[src/rtl/paralelo_serial.sv]
// paralelo_serial: byte-to-bit serializer with comma training and comma idle fill, MSB first.
// Optional: define PS_BC_FILTER_EN to drop payload bytes equal to COMMA (adds the bc_drop port).
module paralelo_serial #(
  parameter logic [7:0] COMMA       = 8'hBC,
  parameter int         TRAIN_COUNT = 4
) (
  input  logic       clk_32f,
  input  logic       reset,
  input  logic [7:0] data_in,
  input  logic       valid_in,
  output logic       ready_out,
  output logic       data_out,
  output logic       active_out,
`ifdef PS_BC_FILTER_EN
  output logic       bc_drop,
`endif
  output logic       byte_start
);

  localparam int              TCW        = $clog2(TRAIN_COUNT + 1);
  localparam logic [TCW-1:0]  TRAIN_LAST = TCW'(TRAIN_COUNT - 1);

  typedef enum logic {TRAIN, ACTIVE} state_t;

  state_t         state;
  logic [2:0]     bit_cnt;
  logic [TCW-1:0] train_cnt;
  logic [7:0]     shreg;
  logic [7:0]     hold;
  logic           hold_full;
  logic [7:0]     tx_byte;
  logic           accept;
  logic           store;
  logic           load;

  assign ready_out = ~reset & ~hold_full;
  assign accept    = valid_in & ready_out;
  assign load      = (bit_cnt == 3'd0);

`ifdef PS_BC_FILTER_EN
  assign store = accept & (data_in != COMMA);
`else
  assign store = accept;
`endif

  // Held payload is only sent once training is over; otherwise the slot is filled with COMMA.
  always_comb begin
    tx_byte = COMMA;
    if (state == ACTIVE && hold_full) tx_byte = hold;
  end

  // NOTE: hold is pure datapath qualified by hold_full, so it needs no reset.
  always_ff @(posedge clk_32f) begin
    if (store) hold <= data_in;
  end

  // NOTE: all state updates use non-blocking assignments so every register sees pre-edge values.
  always_ff @(posedge clk_32f) begin
    if (reset) begin
      state      <= TRAIN;
      bit_cnt    <= 3'd0;
      train_cnt  <= '0;
      shreg      <= 8'h00;
      hold_full  <= 1'b0;
      data_out   <= 1'b0;
      byte_start <= 1'b0;
      active_out <= 1'b0;
`ifdef PS_BC_FILTER_EN
      bc_drop    <= 1'b0;
`endif
    end else begin
      bit_cnt <= bit_cnt + 3'd1;

      if (load) begin
        data_out   <= tx_byte[7];
        shreg      <= {tx_byte[6:0], 1'b0};
        byte_start <= 1'b1;
        if (state == TRAIN) begin
          train_cnt <= train_cnt + 1'b1;
          if (train_cnt == TRAIN_LAST) begin
            state      <= ACTIVE;
            active_out <= 1'b1;
          end
        end else if (hold_full) begin
          hold_full <= 1'b0;
        end
      end else begin
        data_out   <= shreg[7];
        shreg      <= {shreg[6:0], 1'b0};
        byte_start <= 1'b0;
      end

      // Accept only happens with hold empty, so it never races the load-side clear above.
      if (store) hold_full <= 1'b1;

`ifdef PS_BC_FILTER_EN
      bc_drop <= accept & (data_in == COMMA);
`endif
    end
  end

endmodule
[config.mk]
export PLATFORM = sky130hd
export DESIGN_NAME = paralelo_serial
export DESIGN_NICKNAME = d
export VERILOG_FILES = /design/src/rtl/paralelo_serial.sv
export SDC_FILE = /design/constraint.sdc
export NUM_CORES = 1
export LEC_CHECK = 0
export BUFFER_PORTS_ARGS = -buffer_cell sky130_fd_sc_hd__buf_2
export CAP_MARGIN = 15
export CORE_MARGIN = 2
export CORE_UTILIZATION = 48
export DETAILED_ROUTE_END_ITERATION = 6
export PLACE_DENSITY = 0.72
export SYNTH_ARGS = -nofsm -noshare
export SYNTH_HDL_FRONTEND = slang
export SYNTH_SLANG_ARGS = --single-unit
[constraint.sdc]
create_clock -name clk_32f -period 1.3 [get_ports clk_32f]
set_clock_uncertainty 0.05 [all_clocks]
set_input_delay 0.26 -clock clk_32f [delete_from_list [all_inputs] [get_ports clk_32f]]
set_output_delay 0.26 -clock clk_32f [all_outputs]
set_load 0.01 [all_outputs]
==> results of run 1 <==
## per-layer routing
metal,global-route usage,vias to the layer above
met4,0.0811,0
li1,-,336
met3,0.0357,4
met1,0.160,292
met5,0,-
met2,0.217,14
## where the power goes
| group | switching [mW] | leakage, nW | internal (mW) |
|---|---|---|---|
| combinational | 0.103 | 0.279 | 0.130 |
| clock | 0.233 | 0.0279 | 0.312 |
| sequential | 0.0312 | 0.224 | 0.897 |
## critical path: stages, from the launching register on
cell and delay, ns:
dfxtp_2 0.34, inv_2 0.06, ha_4 0.15, nor3b_4 0.25, mux2_4 0.32
## sequential cells by signal, indices dropped and copies added (netlist names)
signal      cells
hold            8
train_cnt       3
hold_full       1
bit_cnt         3
state           1
byte_start      1
active_out      1
data_out        1
shreg           7
## Yosys cell counts, drive strengths merged, types with 3 or more instances
| library cell | n | area, um2 |
|---|---|---|
| dfxtp | 18 | 360 |
| nor2 | 7 | 26.3 |
| edfxtp | 8 | 240 |
| nor2b | 4 | 25.0 |
| nand2b | 5 | 31.3 |
| buf | 3 | 15.0 |
| inv | 15 | 56.3 |
| mux2i | 3 | 30.0 |
| a221oi | 5 | 75.1 |
| ha | 4 | 50.1 |
## worst paths after layout
kind	start	end	slack (ns)
hold reg to reg	shreg[1]	shreg[2]	0.40
setup reg to reg	bit_cnt[1]	train_cnt[2]	0.02
hold / removal	data_in[5]	hold[5]	0.04
setup / recovery	bit_cnt[1]	train_cnt[2]	0.02
## stage by stage
stage / TNS, ns / setup slack [ns] / total power [mW]
floorplan: 0 / 0.0153 / 1.08
global placement: 0 / 0.0377 / 1.14
detailed placement: -0.00294 / -0.00294 / 1.15
CTS: 0 / 0.0127 / 1.71
global route: -0.0552 / -0.0276 / 1.78
finish: 0 / 0.0225 / 1.71
## cell usage in the layout, fill, tap and decap left out, types with 2 or more instances in the layout
| cell type | instances |
|---|---|
| nor2b_1 | 4 |
| dfxtp_1 | 13 |
| ha_1 | 2 |
| edfxtp_1 | 8 |
| dfxtp_2 | 4 |
| a21oi_1 | 2 |
| mux2_4 | 2 |
| inv_1 | 13 |
| nand4b_1 | 2 |
| inv_2 | 2 |
| nor2_1 | 6 |
| nor3_1 | 2 |
| clkbuf_4 | 3 |
| a221oi_2 | 5 |
| buf_4 | 7 |
| buf_2 | 14 |
| nand2b_1 | 4 |
| mux2i_1 | 3 |
## area by class of cell
type	count	share of cell area
inverter	15	0.0442
multi-input combinational	43	0.313
tap	27	0.0265
clock buffer	3	0.0177
clock inverter	1	0.0236
sequential	26	0.478
timing repair buffer	21	0.0963
## kinds of logic (layout without fill, tap and decap cells)
kind of cell	after synthesis	in the layout	synth area share
compound gates	7	7	0.0825
flops	26	26	0.583
buf+inv	18	40	0.0692
xor+xnor	1	1	0.00850
fa+ha+maj	4	4	0.0485
simple gates	26	26	0.158
mux	5	5	0.0510
## what timing repair did
item,in CTS,in global routing
setup buffers,0,1
pin swaps,0,1
endpoints found under the setup margin,3,9
hold buffers,0,0
hold endpoints to repair,0,0
gates resized for setup,5,10
==> impl_metrics.env, run 1 <==
export IMPL_max_freq_mhz=783
export IMPL_grtUsageTotal=0.135
export IMPL_htreeDepth=1
export IMPL_synth_nets=102
export IMPL_ys_flop_type="dfxtp_1"
export IMPL_cts_tree="built"
export IMPL_min_period_ns=1.28
export IMPL_whs_ns=0.0435
export IMPL_die_y_um=50.3
export IMPL_finalHoldViolations=0
export IMPL_maxCapViolCount=0
export IMPL_worstHoldPathCells=1
export IMPL_grt_pass1_wl_um=2470
export IMPL_initial_core_util=0.515
export IMPL_synth_edf_count=8
export IMPL_syn_inst=87
export IMPL_slew_headroom=0.797
export IMPL_critPathArrivalTime_ns=1.45
export IMPL_ys_seq_area_frac=0.583
export IMPL_area_growth_syn_to_layout_pct=23.5
export IMPL_critPathLaunchType="register"
export IMPL_ctsLongestPathBuffers=2
export IMPL_final_layout_size_suffix_gt1_frac=0.413
export IMPL_highest_layer="met4"
export IMPL_leakage_nw=0.531
export IMPL_drt_met1_wl_um=707
export IMPL_cp_max_fo=5
export IMPL_tightest_slew_ns=0.304
export IMPL_end_kind="register"
export IMPL_numCtsBuffers=3
export IMPL_ys_ff_latch=26
export IMPL_yosysUniqueCellTypes=21
export IMPL_slew_viol_final=0
export IMPL_fin_cells=136
export IMPL_multiInputGateArea_um2=399
export IMPL_firstDrtPassIters=2
export IMPL_status="finished clean"
export IMPL_portBuffers=14
export IMPL_wl_um=1520
export IMPL_die_area_mm2=0.00253
export IMPL_ioPinCount=15
export IMPL_antenna_found_initial=0
export IMPL_wire_per_inst_um=11.1
export IMPL_fp_dieW_um=50.3
export IMPL_drt_first_iter_violations=6
export IMPL_antenna_left=0
export IMPL_vias=646
export IMPL_wl_met2_um=690
export IMPL_period_share=0.983
export IMPL_grt_pass1_vias=599
export IMPL_n_fill_cell=162
export IMPL_ctsRootBufferMaster="clkbuf_4"
export IMPL_fin_area_mm2=0.00127
export IMPL_seq_area_um2=609
export IMPL_antenna_cells=0
export IMPL_dp_cells=131
export IMPL_fin_nets=125
export IMPL_reg2regPathDepth=4
export IMPL_clk_pin_slew_ns=0.14
export IMPL_placed_area_mm2=0.00117
export IMPL_synth_area_per_cell_um2=11.9
export IMPL_placeableCoreArea_mm2=0.00200
export IMPL_rows=16
export IMPL_vias_per_cell=4.75
export IMPL_fin_util=0.636
export IMPL_grt_max_degree=16
export IMPL_rsz0062_at_grt="yes"
export IMPL_ir_drop_mv=1.06
export IMPL_ys_warnings_count=0
export IMPL_setup_violations=0
export IMPL_met3_length_um=74
export IMPL_grt_overflow=0
export IMPL_hold_class="in -> reg"
export IMPL_synth_area_mm2=0.00103
export IMPL_dp_hpwl_um=1130
export IMPL_worstSetupPathType="reg -> reg"
export IMPL_required_ns=1.47
export IMPL_cts_sinks=26
export IMPL_gp_congestion=0.673
export IMPL_drc=0
export IMPL_async_flop_share=0
export IMPL_power_density_mw_per_mm2=1340
export IMPL_clkLatencyLatePin_ns=0.33
Power figures use the tool's default switching activity.
==> run 2: changes to the inputs <==
==> constraint.sdc (replaced) <==
create_clock -name clk_32f -period 1.3 [get_ports clk_32f]
set_clock_uncertainty 0.05 [all_clocks]
set_input_delay 0.325 -clock clk_32f [delete_from_list [all_inputs] [get_ports clk_32f]]
set_output_delay 0.325 -clock clk_32f [all_outputs]
set_load 0.01 [all_outputs]
==> impl_metrics.env, run 2 (same netlist as run 1, synthesis figures left out) <==
export IMPL_wire_per_inst_um=11.5
export IMPL_grt_overflow=0
export IMPL_tightest_slew_ns=0.275
export IMPL_clk_pin_slew_ns=0.14
export IMPL_placeableCoreArea_mm2=0.00200
export IMPL_antenna_found_initial=0
export IMPL_htreeDepth=1
export IMPL_initial_core_util=0.515
export IMPL_placed_area_mm2=0.00118
export IMPL_cts_tree="built"
export IMPL_slew_headroom=0.817
export IMPL_min_from="data_in[2]"
export IMPL_p_sw_frac=0.212
export IMPL_n_fill_cell=175
export IMPL_grt_pass1_wl_um=2660
export IMPL_dp_hpwl_um=1130
export IMPL_pre_cts_slack_ns=0.00222
export IMPL_max_freq_mhz=788
export IMPL_firstDrtPassIters=4
export IMPL_cts_hold_buf=0
export IMPL_slew_viol_final=0
export IMPL_mostFrequentLayoutCell="buf_2"
export IMPL_rsz0062_at_grt="yes"
export IMPL_die_y_um=50.3
export IMPL_sequentialPowerShare=0.541
export IMPL_ioPinCount=15
export IMPL_portBuffers=14
export IMPL_fin_cells=138
export IMPL_switchingPower_uw=363
export IMPL_final_layout_size_suffix_gt1_frac=0.423
export IMPL_fin_nets=127
export IMPL_vias=656
export IMPL_fin_util=0.640
export IMPL_clock_power_share=0.314
export IMPL_end_kind="output port"
export IMPL_worstSetupPathType="reg -> out"
export IMPL_finalHoldViolations=0
export IMPL_grtUsageTotal=0.142
export IMPL_ir_drop_mv=0.838
export IMPL_crit_start="hold_full"
export IMPL_multiInputGateArea_um2=394
export IMPL_fp_dieW_um=50.3
export IMPL_cp_max_fo=2
export IMPL_final_cell_mix="buf_2 (14), inv_1 (13), dfxtp_1 (13), buf_4 (9), edfxtp_1 (8)"
export IMPL_grt_max_degree=16
export IMPL_power_density_mw_per_mm2=1330
export IMPL_status="finished clean"
export IMPL_critPathLaunchType="register"
export IMPL_dp_cells=132
export IMPL_antenna_cells=0
export IMPL_setup_violations=0
export IMPL_wl_um=1580
export IMPL_reg2reg_from="bit_cnt[1]"
export IMPL_vias_per_cell=4.75
export IMPL_min_period_ns=1.27
export IMPL_drt_first_iter_violations=5
export IMPL_maxCapViolCount=0
export IMPL_setup_ws_ns=0.0310
export IMPL_grt_pass1_vias=641
export IMPL_reg_largest_list="hold x8, shreg x7"
export IMPL_numCtsBuffers=3
export IMPL_largest_register_ffs=8
export IMPL_area_growth_syn_to_layout_pct=24.3
export IMPL_drc=0
export IMPL_ctsRootBufferMaster="clkbuf_4"
export IMPL_ctsLongestPathBuffers=2
export IMPL_cts_sinks=26
export IMPL_hold_class="in -> reg"
export IMPL_combPwrFrac=0.145
export IMPL_critPathArrivalTime_ns=0.89
export IMPL_internal_power_mw=1.35
export IMPL_seq_area_um2=607
export IMPL_rows=16
export IMPL_antenna_left=0
export IMPL_leakage_nw=0.539
export IMPL_clkLatencyLatePin_ns=0.31
export IMPL_period_share=0.976
export IMPL_required_ns=0.93
export IMPL_top_register="hold"
export IMPL_fin_area_mm2=0.00128
export IMPL_die_area_mm2=0.00253
export IMPL_gp_congestion=0.662
## run 2: changes by cell type in the layout (fill, tap and decap cells not counted)
cell     delta
nor2_4      -1
dfxtp_2     +1
nor2_2      +1
dfxtp_4     -1
buf_4       +2
## run 2: cell type report
type | count | area share
Tap cell | 27 | 0.0264
Clock buffer | 3 | 0.0176
Multi-Input combinational cell | 43 | 0.308
Timing Repair Buffer | 23 | 0.107
Clock inverter | 1 | 0.0234
Inverter | 15 | 0.0439
Sequential cell | 26 | 0.474
## run 2: power groups by stage
stage,registers [mW],logic (mW),clock network (mW)
global route,0.933,0.277,0.583
finish,0.926,0.247,0.537
CTS,0.922,0.227,0.551
floorplan,0.940,0.139,0
global placement,0.940,0.205,0
detailed placement,0.942,0.211,0
## run 2: path summary, 6_finish.rpt
check	end	depth (start not counted)	slack [ns]
setup / recovery	ready_out	2	0.03
hold / removal	hold[2]	1	0.12
setup reg to reg	train_cnt[0]	4	0.04
hold reg to reg	shreg[4]	2	0.40
## run 2: worst max-delay path, stage by stage, from the launching register on
cell,delay [ns]
dfxtp_2,0.35
nor2_2,0.10
buf_2,0.14
## run 2: metrics by stage
step           hold WS [ns]  total power, mW  TNS [ns]
6_report              0.122             1.71         0
5_1_grt              0.0947             1.79   -0.0406
4_1_cts               0.112             1.70  -0.00391
3_5_place_dp          0.386             1.15         0
3_3_place_gp          0.382             1.14         0
2_1_floorplan         0.352             1.08         0
## run 2: layer usage
metal,global-route usage,share of wire
met4,0.0405,0.0051
met5,0,0
met3,0.0357,0.037
met1,0.174,0.44
met2,0.246,0.52
## run 2: timing repair
| item | in CTS | in global routing |
|---|---|---|
| endpoints found under the setup margin | 2 | 9 |
| pin swaps | 1 | 2 |
| setup buffers | 2 | 0 |
| resized for setup | 3 | 10 |
